`config.mk`:
```
export PLATFORM = sky130hd
export DESIGN_NAME = sample_voice_sequencer
export DESIGN_NICKNAME = d
export VERILOG_FILES = /design/src/rtl/sample_pkg.sv /design/src/rtl/voice_addr_bank.sv /design/src/rtl/sample_voice_sequencer.sv
export SDC_FILE = /design/constraint.sdc
export NUM_CORES = 1
export LEC_CHECK = 0
export ABC_CLOCK_PERIOD_IN_PS = 2700
export CAP_MARGIN = 40
export CORE_AREA = 2 2 134 136
export CTS_CLUSTER_SIZE = 20
export DETAILED_ROUTE_END_ITERATION = 8
export DIE_AREA = 0 0 136 138
export PLACE_DENSITY = 0.78
export SLEW_MARGIN = 0
export SYNTH_ARGS = -nofsm -noshare
export SYNTH_HDL_FRONTEND = slang
export SYNTH_HIERARCHICAL = 1
export SYNTH_SLANG_ARGS = --single-unit
```
`constraint.sdc`:
```
create_clock -name clk_in -period 2.7 [get_ports clk_in]
set_input_delay 0.54 -clock clk_in [delete_from_list [all_inputs] [get_ports clk_in]]
set_output_delay 0.54 -clock clk_in [all_outputs]
set_load 0.005 [all_outputs]
```
`src/rtl/sample_pkg.sv`:
```
`default_nettype none
// ============================================================================
// Module      : sample_pkg
// Description : Shared defaults and sequencer state type for the sample path.
// Revision    : 1.0 - initial release
// ============================================================================
package sample_pkg;

    localparam int c_NUM_VOICES   = 8;
    localparam int c_BRAM_DEPTH   = 8192;
    localparam int c_ADDR_WIDTH   = 13;
    localparam int c_DATA_WIDTH   = 8;
    localparam int c_BRAM_LATENCY = 2;

    typedef enum logic [1:0] {
        ST_IDLE  = 2'd0,
        ST_ISSUE = 2'd1,
        ST_DRAIN = 2'd2,
        ST_DONE  = 2'd3
    } seq_state_t;

endpackage : sample_pkg
`default_nettype wire

```
`src/rtl/voice_addr_bank.sv`:
```
`default_nettype none
// ============================================================================
// Module      : voice_addr_bank
// Description : Per-voice BRAM read pointers with clear-by-mask, single-index
//               wrapping increment and an indexed read port.
// Revision    : 1.0 - initial release
// ============================================================================
module voice_addr_bank
    import sample_pkg::*;
#(
    parameter int NUM_VOICES = c_NUM_VOICES,
    parameter int BRAM_DEPTH = c_BRAM_DEPTH,
    parameter int ADDR_WIDTH = c_ADDR_WIDTH,
    localparam int IDX_WIDTH = (NUM_VOICES > 1) ? $clog2(NUM_VOICES) : 1
) (
    input  logic                  clk_in,
    input  logic                  rst_n_in,
    input  logic [NUM_VOICES-1:0] i_clr_mask,
    input  logic                  i_inc_en,
    input  logic [IDX_WIDTH-1:0]  i_inc_idx,
    input  logic [IDX_WIDTH-1:0]  i_rd_idx,
    output logic [ADDR_WIDTH-1:0] o_rd_addr
);

    logic [ADDR_WIDTH-1:0] r_addr_q [NUM_VOICES];
    logic [ADDR_WIDTH-1:0] w_addr_d [NUM_VOICES];

    // Clear has priority: a voice cleared at frame start is never read that frame.
    always_comb begin
        for (int v = 0; v < NUM_VOICES; v++) begin
            w_addr_d[v] = r_addr_q[v];
            if (i_clr_mask[v]) begin
                w_addr_d[v] = '0;
            end else if (i_inc_en && (i_inc_idx == IDX_WIDTH'(v))) begin
                w_addr_d[v] = (r_addr_q[v] == ADDR_WIDTH'(BRAM_DEPTH - 1)) ?
                              '0 : r_addr_q[v] + ADDR_WIDTH'(1);
            end
        end
    end

    always_ff @(posedge clk_in or negedge rst_n_in) begin
        if (!rst_n_in) begin
            for (int v = 0; v < NUM_VOICES; v++) begin
                r_addr_q[v] <= '0;
            end
        end else begin
            for (int v = 0; v < NUM_VOICES; v++) begin
                r_addr_q[v] <= w_addr_d[v];
            end
        end
    end

    assign o_rd_addr = r_addr_q[i_rd_idx];

endmodule : voice_addr_bank
`default_nettype wire

```
`src/rtl/sample_voice_sequencer.sv`:
```
`default_nettype none
// ============================================================================
// Module      : sample_voice_sequencer
// Description : Per-tick frame sequencer: reads one sample per gated voice from
//               a shared BRAM and emits the signed mix of the frame.
// Revision    : 1.0 - initial release
// ============================================================================
module sample_voice_sequencer
    import sample_pkg::*;
#(
    parameter int NUM_VOICES   = c_NUM_VOICES,
    parameter int BRAM_DEPTH   = c_BRAM_DEPTH,
    parameter int ADDR_WIDTH   = c_ADDR_WIDTH,
    parameter int DATA_WIDTH   = c_DATA_WIDTH,
    parameter int BRAM_LATENCY = c_BRAM_LATENCY
) (
    input  logic                                                clk_in,
    input  logic                                                rst_n_in,
    input  logic                                                sample_tick,
    input  logic [NUM_VOICES-1:0]                               gate_in,
    input  logic signed [DATA_WIDTH-1:0]                        bram_dout,
    output logic                                                bram_en,
    output logic [ADDR_WIDTH-1:0]                               bram_addr,
    output logic signed [DATA_WIDTH+$clog2(NUM_VOICES)-1:0]     mix_out,
    output logic                                                mix_valid,
    output logic                                                busy,
    output logic                                                overrun
);

    localparam int MIX_WIDTH = DATA_WIDTH + $clog2(NUM_VOICES);
    localparam int IDX_WIDTH = (NUM_VOICES > 1) ? $clog2(NUM_VOICES) : 1;
    localparam int DRN_WIDTH = (BRAM_LATENCY > 1) ? $clog2(BRAM_LATENCY) : 1;

    seq_state_t                   r_state_q, w_state_d;
    logic [IDX_WIDTH-1:0]         r_vidx_q, w_vidx_d, w_vidx_next;
    logic [DRN_WIDTH-1:0]         r_drain_q, w_drain_d;
    logic [NUM_VOICES-1:0]        r_gate_q, w_gate_d;
    logic                         r_bram_en_q, w_bram_en_d;
    logic [ADDR_WIDTH-1:0]        r_bram_addr_q, w_bram_addr_d;
    logic [BRAM_LATENCY-1:0]      r_tag_q, w_tag_d;
    logic signed [MIX_WIDTH-1:0]  r_acc_q, w_acc_d;
    logic signed [MIX_WIDTH-1:0]  r_mix_q, w_mix_d;
    logic                         r_mix_valid_q, w_mix_valid_d;
    logic                         r_busy_q, w_busy_d;
    logic                         r_overrun_q, w_overrun_d;

    logic [NUM_VOICES-1:0]        w_clr_mask;
    logic                         w_inc_en;
    logic [IDX_WIDTH-1:0]         w_rd_idx;
    logic [ADDR_WIDTH-1:0]        w_rd_addr;

    voice_addr_bank #(
        .NUM_VOICES (NUM_VOICES),
        .BRAM_DEPTH (BRAM_DEPTH),
        .ADDR_WIDTH (ADDR_WIDTH)
    ) u_addr_bank (
        .clk_in     (clk_in),
        .rst_n_in   (rst_n_in),
        .i_clr_mask (w_clr_mask),
        .i_inc_en   (w_inc_en),
        .i_inc_idx  (r_vidx_q),
        .i_rd_idx   (w_rd_idx),
        .o_rd_addr  (w_rd_addr)
    );

    assign w_vidx_next = r_vidx_q + IDX_WIDTH'(1);

    always_comb begin
        w_state_d     = r_state_q;
        w_vidx_d      = r_vidx_q;
        w_drain_d     = r_drain_q;
        w_gate_d      = r_gate_q;
        w_bram_en_d   = 1'b0;
        w_bram_addr_d = r_bram_addr_q;
        w_acc_d       = r_acc_q;
        w_mix_d       = r_mix_q;
        w_mix_valid_d = 1'b0;
        w_overrun_d   = r_overrun_q;
        w_clr_mask    = '0;
        w_inc_en      = 1'b0;
        w_rd_idx      = '0;

        // The tag at the pipe end marks the cycle its sample sits on bram_dout.
        w_tag_d    = '0;
        w_tag_d[0] = r_bram_en_q;
        for (int i = 1; i < BRAM_LATENCY; i++) begin
            w_tag_d[i] = r_tag_q[i-1];
        end
        if (r_tag_q[BRAM_LATENCY-1]) begin
            w_acc_d = r_acc_q + MIX_WIDTH'(bram_dout);
        end

        if (sample_tick && (r_state_q != ST_IDLE)) begin
            w_overrun_d = 1'b1;
        end

        // Enable/address are set up one edge early so each ISSUE cycle presents its voice.
        case (r_state_q)
            ST_IDLE: begin
                if (sample_tick) begin
                    w_state_d   = ST_ISSUE;
                    w_gate_d    = gate_in;
                    w_vidx_d    = '0;
                    w_acc_d     = '0;
                    w_clr_mask  = ~gate_in;
                    w_rd_idx    = '0;
                    w_bram_en_d = gate_in[0];
                    if (gate_in[0]) begin
                        w_bram_addr_d = w_rd_addr;
                    end
                end
            end
            ST_ISSUE: begin
                w_inc_en = r_gate_q[r_vidx_q];
                if (r_vidx_q == IDX_WIDTH'(NUM_VOICES - 1)) begin
                    w_state_d = ST_DRAIN;
                    w_drain_d = '0;
                end else begin
                    w_vidx_d    = w_vidx_next;
                    w_rd_idx    = w_vidx_next;
                    w_bram_en_d = r_gate_q[w_vidx_next];
                    if (r_gate_q[w_vidx_next]) begin
                        w_bram_addr_d = w_rd_addr;
                    end
                end
            end
            ST_DRAIN: begin
                if (r_drain_q == DRN_WIDTH'(BRAM_LATENCY - 1)) begin
                    w_state_d = ST_DONE;
                end else begin
                    w_drain_d = r_drain_q + DRN_WIDTH'(1);
                end
            end
            ST_DONE: begin
                w_mix_d       = r_acc_q;
                w_mix_valid_d = 1'b1;
                w_state_d     = ST_IDLE;
            end
            default: w_state_d = ST_IDLE;
        endcase

        w_busy_d = (w_state_d != ST_IDLE);
    end

    always_ff @(posedge clk_in or negedge rst_n_in) begin
        if (!rst_n_in) begin
            r_state_q     <= ST_IDLE;
            r_vidx_q      <= '0;
            r_drain_q     <= '0;
            r_gate_q      <= '0;
            r_bram_en_q   <= 1'b0;
            r_bram_addr_q <= '0;
            r_tag_q       <= '0;
            r_acc_q       <= '0;
            r_mix_q       <= '0;
            r_mix_valid_q <= 1'b0;
            r_busy_q      <= 1'b0;
            r_overrun_q   <= 1'b0;
        end else begin
            r_state_q     <= w_state_d;
            r_vidx_q      <= w_vidx_d;
            r_drain_q     <= w_drain_d;
            r_gate_q      <= w_gate_d;
            r_bram_en_q   <= w_bram_en_d;
            r_bram_addr_q <= w_bram_addr_d;
            r_tag_q       <= w_tag_d;
            r_acc_q       <= w_acc_d;
            r_mix_q       <= w_mix_d;
            r_mix_valid_q <= w_mix_valid_d;
            r_busy_q      <= w_busy_d;
            r_overrun_q   <= w_overrun_d;
        end
    end

    assign bram_en   = r_bram_en_q;
    assign bram_addr = r_bram_addr_q;
    assign mix_out   = r_mix_q;
    assign mix_valid = r_mix_valid_q;
    assign busy      = r_busy_q;
    assign overrun   = r_overrun_q;

endmodule : sample_voice_sequencer
`default_nettype wire
```
### Word level (Yosys, flattened, before mapping)

Index checks and enable logic that the tools add are counted.

* flip-flop bits (word level): 159
* bits of input ports: 19
* output and inout bits: 28

* $add $sub $neg: 11
* order comparisons: 3
* eq/ne operators: 23
* multiplexer cells: 58
* bitwise gates (word level): 2
* reductions and logical operators: 27

Operators with widths (number)
* $mux 13: 30
* $add 13x1->13 const B: 8
* $eq 13x13->1 const B: 8
* $bmux 13 s3: 1
* $mux 11: 3
* $pmux 13 s2: 1
* $reduce_bool 2->1: 12
* $mux 8: 2
* $eq 3x3->1 const B: 4
* $mux 3: 4
* $add 11x8->11: 1
* $ne 2x2->1 const B: 5
* $logic_and 1x1->1: 9
* $lt 3x4->1 const B: 2
* $mux 1: 8
* $not 8->8: 1
* $pmux 2 s4: 1
* $bmux 1 s3: 2
* $eq 3x2->1 const B: 2
* $mux 2: 3
* $pmux 3 s2: 1
* $reduce_and 5->1: 1
* $eq 2x2->1 const B: 2
* $ge 4x4->1 const B: 1
* other kinds (10): 12

### Depth between registers and ports, before layout

Gate-level depths: netlist of run 1.

* word-level depth: 10
* depth in mapped cells: 11

### Cells and area by module

Netlist of run 1, hierarchy kept.

By module, submodules not included
* voice_addr_bank: instances 1, cells an instance 642, area each 6571.3 µm², sequential area each 2602.5 µm²
* sample_voice_sequencer: instances 1, cells an instance 247, area each 2806.4 µm², sequential area each 1376.3 µm²

### Least setup slack after synthesis of run 1

OpenSTA, ideal clock, no wires.

* path type: flip-flop to flip-flop
* start: reg r_vidx_q[1]
* end: reg r_bram_addr_q[8] (netlist: bram_addr[8])
* setup time: 0.125 ns
* data arrival time: 2.685 ns
* data required time: 2.575 ns
* setup slack: -0.109 ns
* stages on the path, launching flop included: 12
* buffers on the path: 3
* period minus slack after synthesis: 2.809 ns
* path through: dfrtp_1 ha_1 ha_1 inv_1 nand2_1 nor2_1 buf_2 buf_2 buf_2 mux4_2 mux2_2 mux2_2

* longest elaborated chain between the ends: 10
* elaborated cells between the ends (all ways): 18

RTL lines
* start, declared: RTL line sample_voice_sequencer.sv:35 `logic [IDX_WIDTH-1:0] r_vidx_q, w_vidx_d, w_vidx_next;`
* start signal, assigned: RTL line sample_voice_sequencer.sv:161 `r_vidx_q <= w_vidx_d;`
* $eq 3x3->1 (*): RTL line sample_voice_sequencer.sv:115 `if (r_vidx_q == IDX_WIDTH'(NUM_VOICES - 1)) begin`
* $mux 3 (*): RTL line sample_voice_sequencer.sv:115
* $mux 3 (*)
* net w_rd_idx[0]: RTL line sample_voice_sequencer.sv:49 `logic [IDX_WIDTH-1:0] w_rd_idx;`
* $not 3->4 (not written as such) (*): RTL line voice_addr_bank.sv:53 `assign o_rd_addr = r_addr_q[i_rd_idx];`
* $bmux 13 s3 (*): RTL line voice_addr_bank.sv:53
* $mux 13 (not written as such) (*) (2 in a row): RTL line voice_addr_bank.sv:53
* $mux 13 (on tied branches): RTL line sample_voice_sequencer.sv:122, sample_voice_sequencer.sv:108
* $mux 13 (on tied branches): RTL line sample_voice_sequencer.sv:115, sample_voice_sequencer.sv:100
* $pmux 13 s2 (*): RTL line sample_voice_sequencer.sv:98 `case (r_state_q)`
* net w_bram_addr_d[8]: RTL line sample_voice_sequencer.sv:39 `logic [ADDR_WIDTH-1:0] r_bram_addr_q, w_bram_addr_d;`
* end signal, assigned: RTL line sample_voice_sequencer.sv:165 `r_bram_addr_q <= w_bram_addr_d;`
* end, declared: RTL line sample_voice_sequencer.sv:39

Mark *: on every way through the listed nets, which the timed path passes. The rest lies on a longest branch. The select of a mux whose other input is x is not followed.
A chain may end at the register's enable or synchronous reset.

### Worst setup path after layout of run 1

* start: reg r_vidx_q[1]
* end: reg r_bram_addr_q[10] (netlist: bram_addr[10])

The elaborated chain is that of the path after synthesis.

==> results of run 1 <==
==> metal layers <==
layer	up-vias	share of wire
met1	3712	0.44
met4	0	0.024
met2	289	0.47
met5	-	0
li1	3470	-
met3	34	0.069
==> what timing repair did <==
| action | 4_1_cts | 5_1_grt |
|---|---|---|
| endpoints found under the hold margin | 0 | 0 |
| gates resized for setup | 0 | 3 |
| buffers inserted | 0 | 0 |
| endpoints found under the setup margin | 0 | 21 |
==> kinds of logic after synthesis <==
kind of cell | Yosys count | synth area share
simple gates | 354 | 0.209
compound gates | 159 | 0.117
flops | 159 | 0.424
mux | 85 | 0.142
buf+inv | 57 | 0.0288
xor+xnor | 54 | 0.0504
fa+ha+maj | 21 | 0.0288
==> per-stage QoR <==
step / setup TNS [ns] / std cells / power (µW)
after floorplan: 0 / 889 / 5930
after global placement: 0 / 1164 / 7040
after detailed placement: -0.0998 / 1164 / 7150
after CTS: 0 / 1196 / 9610
after global routing: 0 / 1196 / 10100
final: 0 / 1196 / 9600
==> power groups by stage <==
stage | clock network [µW] | registers (µW) | logic (µW)
2_1_floorplan | 0 | 3220 | 2720
3_3_place_gp | 0 | 3330 | 3710
3_5_place_dp | 0 | 3350 | 3800
4_1_cts | 2460 | 3320 | 3830
5_1_grt | 2570 | 3390 | 4170
6_report | 2420 | 3330 | 3840
==> state kept, by name (all words and copies together) (netlist names) <==
signal and count:
busy 1, r_vidx_q 3, overrun 1, bram_addr 13
r_tag_q 2, r_state_q 2, u_addr_bank/r_addr_q 104, r_acc_q 11
r_gate_q 8, mix_out 11, r_drain_q 1, mix_valid 1
bram_en 1
==> synthesized netlist by cell type (all sizes together) (3+ instances only) <==
cell type | instances | share of area
nor3 | 10 | 0.0053
clkbuf | 27 | 0.011
o31ai | 5 | 0.0040
nand2 | 69 | 0.028
nand3b | 6 | 0.0048
buf | 19 | 0.013
a211oi | 3 | 0.0024
mux4 | 30 | 0.074
nand4 | 35 | 0.025
a41oi | 6 | 0.0064
or2 | 3 | 0.0020
xnor2 | 10 | 0.0093
nor2b | 5 | 0.0033
nor4b | 3 | 0.0044
mux2i | 13 | 0.014
and4 | 15 | 0.014
or3 | 7 | 0.0047
a21boi | 3 | 0.0024
and4b | 3 | 0.0032
a31oi | 19 | 0.013
xor2 | 44 | 0.041
dfrtp | 159 | 0.42
nand3 | 29 | 0.016
and3 | 25 | 0.017
inv | 11 | 0.0044
a21o | 10 | 0.0081
a21oi | 24 | 0.013
ha | 20 | 0.027
and2 | 10 | 0.0067
o211ai | 15 | 0.012
a32o | 3 | 0.0032
o21ai | 34 | 0.019
mux2 | 42 | 0.054
nor3b | 5 | 0.0045
o2111ai | 10 | 0.0093
nand2b | 13 | 0.0095
o21a | 5 | 0.0040
nor4 | 10 | 0.0087
a22o | 8 | 0.0075
nor2 | 89 | 0.036
==> area by class of cell <==
class,count,area share
clock buffers,21,0.0423
repair buffers,92,0.0790
clock inverters,11,0.0121
inverters,11,0.00379
well taps,229,0.0263
multi-input cells,673,0.471
flip-flops and latches,159,0.365
==> critical path, delay by kind of cell (launching register included) <==
kind | cells | cell delay [ns]
flip-flops | 1 | 0.45
multiplexers | 3 | 1.12
AND/OR/NAND/NOR | 2 | 0.26
buffers and inverters | 2 | 0.27
adder cells (fa/ha/maj) | 2 | 0.38
==> final timing paths <==
| check | endpoint | slack (ns) | cells after the start |
|---|---|---|---|
| worst max-delay path | bram_addr[10]$_DFFE_PN0P_ | 0.09 | 9 |
| worst min-delay path | mix_out[1]$_DFFE_PN0P_ | 0.04 | 1 |
| worst max register to register | bram_addr[10]$_DFFE_PN0P_ | 0.09 | 9 |
| worst min register to register | r_tag_q[0]$_DFF_PN0_ | 0.38 | 0 |
| max in group asynchronous | r_vidx_q[1]$_DFFE_PN0P_ | 1.91 | 2 |
| min in group clk_in | r_tag_q[0]$_DFF_PN0_ | 0.38 | 0 |
==> summary.txt, run 1 <==
Detailed routing
  – DRC Markers: 0
  – Routed Antenna Nets: 0
  – Iter 0 DRT Violations: 741
  – Final wirelength: 23,200 µm
  – Routed len/inst: 19.4 µm
  – Via-per-instance ratio: 6.28
  – Via count: 7,505
  – DRT Pass-1 Iters: 5

Power
  – Sequential share of power: 0.347
  – Clock network fraction of total power: 0.252
  – Switching Share: 0.355
  – Pwr Density: 881 nW/µm²
  – Logic pwr share: 0.400
  – Static Leak: 0.00484 µW
  – P_sw: 3410 µW
  – Total internal power: 6190 µW
  – Worst vdd ir: 611 µV

Layout
  – Share of layout cells above drive strength 1: 0.176
  – ANT cells: 0
  – Util after Layout: 0.621
  – Filler cell count: 1,439
  – Area added between synthesis and finish: 16.2%
  – Final net count: 994
  – Commonest non-fill, non-tap cell in the layout: dfrtp_1
  – Most frequent cells in the layout: dfrtp_1, nor2_1, nand2_1
  – Final instance area: 10,900 µm²
  – Multi-input gate area: 5130 µm²
  – FF/Latch Area: 3980 µm²

Yosys
  – Post-synthesis async set-or-reset flop share: 1.00
  – Netlist cell types: 77
  – Post-synth EDFFs: 0
  – Post-Synthesis Cells: 889
  – FF+latch count, synth: 159
  – Syn_area_per_cell: 10.5 µm²
  – Mapped Area: 9380 µm²
  – Synth Flop Type: dfrtp_1
  – Sequential area share after synthesis: 0.424
  – Yosys warning total: 6
  – Syn_nets: 929

Clock tree
  – CTS H-tree depth: 4
  – Clk Latency, worst-skew pair: 0.44 ns
  – CTS Hold Bufs: 0
  – Clk sinks: 159
  – Total clock buffers created by CTS: 17
  – Max Root-Sink Buffers: 2
  – Root Buffer: clkbuf_16
  – CTS tree: done
  – Clk slew on worst S/H paths: 0.06 ns

GRT
  – First-pass GRT wire length: 37,900 µm
  – Aggregate global routing overflow: 0
  – Initial antenna violation count: 0
  – Met2 Use GR: 0.389
  – Vias in the first global route: 7,284
  – GR peak layer: met2
  – GR Layer Usage met1: 0.361
  – Largest net degree at the start of global routing: 52
  – Total track usage: 0.256
  – GR met3 Demand/Resource: 0.0609

Status
  – Run status: finished, final reports clean

Setup path
  – CP required: 3.02 ns
  – Critical path class: register to register
  – Critical Path Start: r_vidx_q[1]$_DFFE_PN0P_
  – Worst setup SP type: register
  – Worst flop-to-flop path startpoint: r_vidx_q[1]$_DFFE_PN0P_
  – Crit path DAT: 2.93 ns
  – Slowest cell on crit path: mux4_2
  – CP max FO: 14
  – Max incr delay on CP: 0.56 ns
  – Most common cell on crit path: ha_1
  – Critical path endpoint category: register
  – Critical Path, Cell by Cell: ha_1 -> ha_1 -> inv_1 -> nand2_1 -> nor2_2 -> buf_12 -> mux4_2 -> mux2_2 -> mux2_4

Timing
  – Hold slack: 0.0353 ns
  – Minimum clock period after layout: 2.61 ns
  – Slew @ Worst Pin: 0.620 ns
  – Slew Limit Fails: 0
  – Setup ws final: 0.0861 ns
  – Final Hold Vio Count: 0
  – Fmax: 0.383 GHz
  – RSZ-0062 raised after global routing: no
  – Final setup vio count: 0
  – Skew final: 0.00950 ns
  – Tcrit/Tclk final: 0.968
  – Max-Slew Margin vs Limit: 0.583

Die
  – Core ar.: 17,500 µm²
  – Chip height: 138 µm
  – Starting Density: 0.535
  – I/O pin count: 47
  – DIE AREA: 18,800 µm²
  – Number of cell rows: 49
  – DIE WIDTH: 136 µm

Placed design
  – HPWL after DPL: 16,300 µm
  – Gp weighted congestion: 0.900
  – Area post-placement: 10,300 µm²
  – Dpl ws: -0.0527 ns
  – Port Buffers: 46

Hold path
  – HP Class: input port to asynchronous set/reset pin

Job
  – Max_cap viols: 0
No activity file was read; power rests on OpenSTA's default activity.
==> run 2, diff against run 1 <==
--- a/config.mk
+++ b/config.mk
@@ -7,10 +7,10 @@
 export LEC_CHECK = 0
 export ABC_CLOCK_PERIOD_IN_PS = 2700
 export CAP_MARGIN = 40
-export CORE_AREA = 2 2 134 136
+export CORE_AREA = 10 10 142 144
 export CTS_CLUSTER_SIZE = 20
 export DETAILED_ROUTE_END_ITERATION = 8
-export DIE_AREA = 0 0 136 138
+export DIE_AREA = 0 0 152 154
 export PLACE_DENSITY = 0.78
 export SLEW_MARGIN = 0
 export SYNTH_ARGS = -nofsm -noshare
==> run 2 against run 1 <==
  * Setup slack worse by 0.017 ns
  * Design area about the same
  * Sequential share of layout area is essentially flat
  * Sequential power about the same
  * Hold slack better by 0.061 ns
  * Die area increased by 25%
  * First-iteration DRC count rose by 8.8%
  * Largest power group unchanged
==> summary.txt, run 2 (synthesized netlist as in run 1, its figures left out) <==
Status
  – Run status: finished, final reports clean

Timing
  – Final Hold Vio Count: 0
  – Slew @ Worst Pin: 0.640 ns
  – Minimum clock period after layout: 2.63 ns
  – Final setup vio count: 0
  – Max-Slew Margin vs Limit: 0.573
  – Fmax: 0.380 GHz
  – Slew Limit Fails: 0
  – Hold slack: 0.0963 ns
  – Tcrit/Tclk final: 0.975
  – Setup ws final: 0.0688 ns
  – Skew final: 0.00982 ns

Layout
  – Final Non-Filler Cells: 1,187
  – Filler cell count: 1,333
  – Top reg by flops: u_addr_bank/r_addr_q
  – Share of layout cells above drive strength 1: 0.178
  – Largest register FFs: 104
  – ANT cells: 0
  – Final net count: 990
  – Final instance area: 10,900 µm²
  – Area added between synthesis and finish: 16.1%
  – Commonest non-fill, non-tap cell in the layout: dfrtp_1
  – Most frequent cells in the layout: dfrtp_1, nor2_1, nand2_1

GRT
  – Initial antenna violation count: 0
  – Vias in the first global route: 7,378
  – Largest net degree at the start of global routing: 67
  – First-pass GRT wire length: 38,800 µm
  – Total track usage: 0.199
  – Aggregate global routing overflow: 0

Setup path
  – R2R Setup Slk: 0.07 ns
  – Reg2reg path depth: 8
  – Critical Path Start: r_vidx_q[0]$_DFFE_PN0P_
  – Worst flop-to-flop path startpoint: r_vidx_q[0]$_DFFE_PN0P_
  – Worst setup SP type: register
  – Critical path endpoint category: register
  – Critical path class: register to register
  – RR Endpoint: bram_addr[9]$_DFFE_PN0P_
  – Crit path DAT: 2.95 ns
  – Crit path to: bram_addr[9]$_DFFE_PN0P_
  – CP max FO: 14
  – CP required: 3.02 ns

Die
  – Chip height: 154 µm
  – Core ar.: 17,200 µm²
  – DIE WIDTH: 152 µm
  – Number of cell rows: 48
  – DIE AREA: 23,400 µm²
  – Starting Density: 0.546
  – I/O pin count: 47

Detailed routing
  – Via-per-instance ratio: 6.35
  – Iter 0 DRT Violations: 806
  – Final wirelength: 23,500 µm
  – DRC Markers: 0
  – Via count: 7,542
  – DRT Pass-1 Iters: 5
  – Routed Antenna Nets: 0
  – Routed len/inst: 19.8 µm

Hold path
  – HP Class: input port to asynchronous set/reset pin

Clock tree
  – CTS tree: done
  – CTS Hold Bufs: 0
  – Clk slew on worst S/H paths: 0.07 ns
  – CTS H-tree depth: 4
  – Root Buffer: clkbuf_16
  – Max Root-Sink Buffers: 2
  – Clk Latency, worst-skew pair: 0.44 ns
  – Clk sinks: 159
  – Total clock buffers created by CTS: 17

Power
  – Logic pwr share: 0.411
  – Static Leak: 0.00482 µW
  – P_sw: 3390 µW
  – Clock network fraction of total power: 0.243
  – Worst vdd ir: 616 µV
  – Sequential share of power: 0.346
  – Total internal power: 6220 µW
  – Total power: 9610 µW
  – Switching Share: 0.353
  – Pwr Density: 883 nW/µm²

Placed design
  – Port Buffers: 46
  – Gp weighted congestion: 0.966
  – Area post-placement: 10,200 µm²
  – Placed Cells incl. Taps: 1,153
  – Dpl ws: 0.0144 ns
  – HPWL after DPL: 16,500 µm

Job
  – Max_cap viols: 0
## run 2: cell types whose count changed in the layout (fill, tap and decap cells not counted), sizes merged
cell / previous run / this run
inv: 13 / 11
clkinvlp: 3 / 5
buf: 47 / 41
clkbuf: 21 / 22
## run 2: worst max-delay path, stage by stage, from the launching register on
cell,delay (ns)
dfrtp_1,0.39
ha_1,0.21
ha_1,0.18
inv_1,0.13
and3_2,0.30
buf_12,0.19
mux4_2,0.53
mux2_2,0.31
mux2_2,0.27
## run 2: area by class of cell
cell class                 count  area [µm²]  share of cell area
clock buffer                  20         447              0.0410
clock inverter                11         118              0.0108
inverter                      11        41.3             0.00379
multi-input combinational    673        5160               0.474
sequential                   159        3980               0.365
tap                          225         282              0.0259
timing repair buffer          88         857              0.0787
## run 2: per-layer routing
metal	global-route usage	vias up	wire, µm
li1	-	3483	-
met1	0.267	3712	10500
met5	0	-	0
met4	0.0720	0	590
met3	0.0463	45	1690
met2	0.308	302	10800
## run 2: how the worst min path moves through the flow
stage	from	endpoint	slack [ns]
2_1_floorplan	rst_n_in	bram_addr[0]$_DFFE_PN0P_	0.24
3_3_place_gp	bram_en$_DFF_PN0_	r_tag_q[0]$_DFF_PN0_	0.36
3_5_place_dp	bram_en$_DFF_PN0_	r_tag_q[0]$_DFF_PN0_	0.36
4_1_cts	rst_n_in	mix_out[3]$_DFFE_PN0P_	0.12
5_1_grt	rst_n_in	r_acc_q[1]$_DFF_PN0_	0.14
6_report	rst_n_in	r_acc_q[1]$_DFF_PN0_	0.1
## run 2: timing repair
item | CTS | global route
buffers inserted | 0 | 1
gates resized for setup | 0 | 11
endpoints found under the hold margin | 0 | 0
setup endpoints to repair | 0 | 39
## run 2: power by group through the flow
stage / Combinational, µW / Sequential [µW] / Clock [µW]
after floorplan: 2720 / 3220 / 0
after global placement: 3590 / 3330 / 0
after CTS: 3750 / 3320 / 2360
after detailed placement: 3730 / 3350 / 0
final: 3950 / 3330 / 2340
after global routing: 4310 / 3400 / 2470
## run 2: per-stage QoR
stage / setup TNS [ns] / utilization
2_1_floorplan: 0 / -
3_3_place_gp: 0 / 0.595
3_5_place_dp: 0 / 0.596
4_1_cts: 0 / 0.629
5_1_grt: -0.0306 / 0.634
6_report: 0 / 0.634
==> run 3, diff against run 2 <==
--- a/config.mk
+++ b/config.mk
@@ -5,12 +5,13 @@
 export SDC_FILE = /design/constraint.sdc
 export NUM_CORES = 1
 export LEC_CHECK = 0
+export ABC_AREA = 1
 export ABC_CLOCK_PERIOD_IN_PS = 2700
 export CAP_MARGIN = 40
-export CORE_AREA = 10 10 142 144
+export CORE_AREA = 10 10 146 148
 export CTS_CLUSTER_SIZE = 20
 export DETAILED_ROUTE_END_ITERATION = 8
-export DIE_AREA = 0 0 152 154
+export DIE_AREA = 0 0 156 158
 export PLACE_DENSITY = 0.78
 export SLEW_MARGIN = 0
 export SYNTH_ARGS = -nofsm -noshare
==> run 3 against run 2 <==
  * Hold slack got worse by 0.093 ns
  * Area after synthesis rose by 7.2%
  * Clock power rose by 8%
  * First-iteration DRC count rose by 20%
  * Clock skew fell by 0.0011 ns
  * Wire length rose by 15%
  * Critical path type unchanged
==> summary.txt, run 3 <==
Status
  – Run status: finished, final reports clean

Layout
  – Filler cell count: 1,666
  – Share of layout cells above drive strength 1: 0.0579
  – Util after Layout: 0.618
  – Top reg by flops: u_addr_bank/r_addr_q
  – Final Non-Filler Cells: 1,737
  – Commonest non-fill, non-tap cell in the layout: nand2_1
  – Most frequent cells in the layout: nand2_1, nor2_1, inv_1
  – Area added between synthesis and finish: 13.3%
  – ANT cells: 0
  – Largest register FFs: 104
  – Final net count: 1,530
  – Final instance area: 11,400 µm²

Yosys
  – Area fraction of the dominant cell type after synthesis: 0.396
  – Cell taking the most area after synthesis: dfrtp_1
  – Post-synth EDFFs: 0
  – Syn_area_per_cell: 6.97 µm²
  – Count leader, synth: nand2_1
  – FF+latch count, synth: 159
  – Sequential area share after synthesis: 0.396
  – Post-synthesis async set-or-reset flop share: 1.00
  – Netlist cell types: 38
  – Yosys warning total: 6
  – Synth Flop Type: dfrtp_1
  – Post-Synthesis Cells: 1,443
  – Syn_nets: 1,483
  – Top cells by area, synth: dfrtp_1, nand2_1, nor2_1
  – Mapped Area: 10,100 µm²
  – Top post-synthesis cells by count: nand2_1, nor2_1, inv_1

Timing
  – Slew Limit Fails: 0
  – Final setup vio count: 0
  – Max-Slew Margin vs Limit: 0.508
  – Final Hold Vio Count: 0
  – RSZ-0062 raised after global routing: no
  – Fmax: 0.405 GHz
  – Setup TNS: 0 ns
  – Slew @ Worst Pin: 0.738 ns
  – Tcrit/Tclk final: 0.915
  – Skew final: 0.00876 ns
  – Minimum clock period after layout: 2.47 ns

Detailed routing
  – Iter 0 DRT Violations: 970
  – Via count: 9,744
  – Routed Antenna Nets: 0
  – Routed len/inst: 15.6 µm
  – Via-per-instance ratio: 5.61
  – DRT Pass-1 Iters: 9
  – DRC Markers: 0
  – Final wirelength: 27,100 µm

Setup path
  – R2R Setup Slk: 0.23 ns
  – Critical path endpoint category: register
  – Reg2reg path depth: 14
  – Crit path DAT: 2.84 ns
  – CP max FO: 15
  – Critical Path Start: r_vidx_q[0]$_DFFE_PN0P_
  – CP required: 3.07 ns
  – Worst setup SP type: register
  – Worst flop-to-flop path startpoint: r_vidx_q[0]$_DFFE_PN0P_
  – Critical path class: register to register

Clock tree
  – CTS tree: done
  – Clk Latency, worst-skew pair: 0.44 ns
  – Root Buffer: clkbuf_16
  – Max Root-Sink Buffers: 2
  – CTS resizes: 0
  – Clk sinks: 159
  – Total clock buffers created by CTS: 17
  – CTS H-tree depth: 4
  – Post-CTS setup buffers: 0
  – Clk slew on worst S/H paths: 0.07 ns
  – CTS Hold Bufs: 0

Job
  – Max_cap viols: 0

Power
  – Pwr Density: 1010 nW/µm²
  – Worst vdd ir: 841 µV
  – Static Leak: 0.00547 µW

Placed design
  – Placed Cells incl. Taps: 1,705
  – HPWL after DPL: 20,000 µm
  – Gp weighted congestion: 0.962
  – Port Buffers: 46
  – Area post-placement: 10,800 µm²

GRT
  – Total track usage: 0.224
  – First-pass GRT wire length: 45,000 µm
  – Vias in the first global route: 9,071
  – Largest net degree at the start of global routing: 64
  – Initial antenna violation count: 0
  – Aggregate global routing overflow: 0

Die
  – Core ar.: 18,500 µm²
  – I/O pin count: 47
  – DIE AREA: 24,600 µm²
  – DIE WIDTH: 156 µm
  – Number of cell rows: 50
  – Starting Density: 0.545
  – Chip height: 158 µm

Hold path
  – HP Class: input port to asynchronous set/reset pin
run 3: changes by cell type in the layout (fill, tap and decap cells not counted), sizes merged, moves of 85 or more:
| cell | previous run | this run |
|---|---|---|
| nor2 | 89 | 197 |
| nand2 | 69 | 394 |
| inv | 11 | 184 |
| o21ai | 34 | 119 |
| nand3 | 29 | 134 |
run 3: final timing paths:
kind,to
min reg2reg,r_tag_q[1]$_DFF_PN0_
max in group asynchronous,u_addr_bank/r_addr_q[56]$_DFFE_PN0P_
min in group clk_in,r_tag_q[1]$_DFF_PN0_
max,u_addr_bank/r_addr_q[42]$_DFFE_PN0P_
min,mix_out[8]$_DFFE_PN0P_
max reg2reg,u_addr_bank/r_addr_q[42]$_DFFE_PN0P_
run 3: worst max-delay path, stage by stage, from the launching register on:
cell	delay [ns]
dfrtp_1	0.38
buf_4	0.20
inv_4	0.12
nor2_1	0.05
o21ai_0	0.27
nor2_1	0.07
nor2_1	0.21
nand2_2	0.22
inv_1	0.15
nand2_1	0.06
nand2_1	0.17
buf_4	0.20
nand2_1	0.07
xor2_1	0.14
nor2_1	0.10
run 3: logic make-up after synthesis:
logic type | count (synthesis) | share of synthesized area
and+or+nand+nor | 782 | 0.330
AOI/OAI and AO/OA | 233 | 0.132
buffers and inverters | 217 | 0.0887
DFF | 159 | 0.396
xor gates and xnor gates | 31 | 0.0270
adders and majority gates | 21 | 0.0269
run 3: cell type report:
| cell class | instances | area [µm²] | area share |
|---|---|---|---|
| clock buffers | 17 | 425 | 0.0373 |
| clock inverters | 15 | 184 | 0.0161 |
| well taps | 234 | 293 | 0.0257 |
| repair buffers | 65 | 642 | 0.0563 |
| flip-flops and latches | 159 | 3980 | 0.349 |
| multi-input cells | 1067 | 5200 | 0.456 |
| inverters | 180 | 678 | 0.0595 |
run 3: power by group:
part	switching [µW]	internal [µW]
sequential	498	2940
combinational	3590	1960
clock	1060	1470
total	5150	6380
run 3: through the flow:
stage | hold WS, ns | power [µW] | worst slack, ns
after floorplan | 0.244 | 7240 | 0.508
after CTS | 0.00794 | 11500 | 0.266
after detailed placement | 0.336 | 8890 | 0.229
after global placement | 0.333 | 8790 | 0.248
after global routing | 0.0217 | 12400 | 0.0226
final | 0.00288 | 11500 | 0.228
run 3: metal layers:
metal  GRT usage  up-vias  wire length (µm)
met3      0.0459       51              2230
met5           0        -                 0
met2       0.354      416             12300
met4      0.0881        0               695
met1       0.297     4505             11900
li1            -     4772                 -
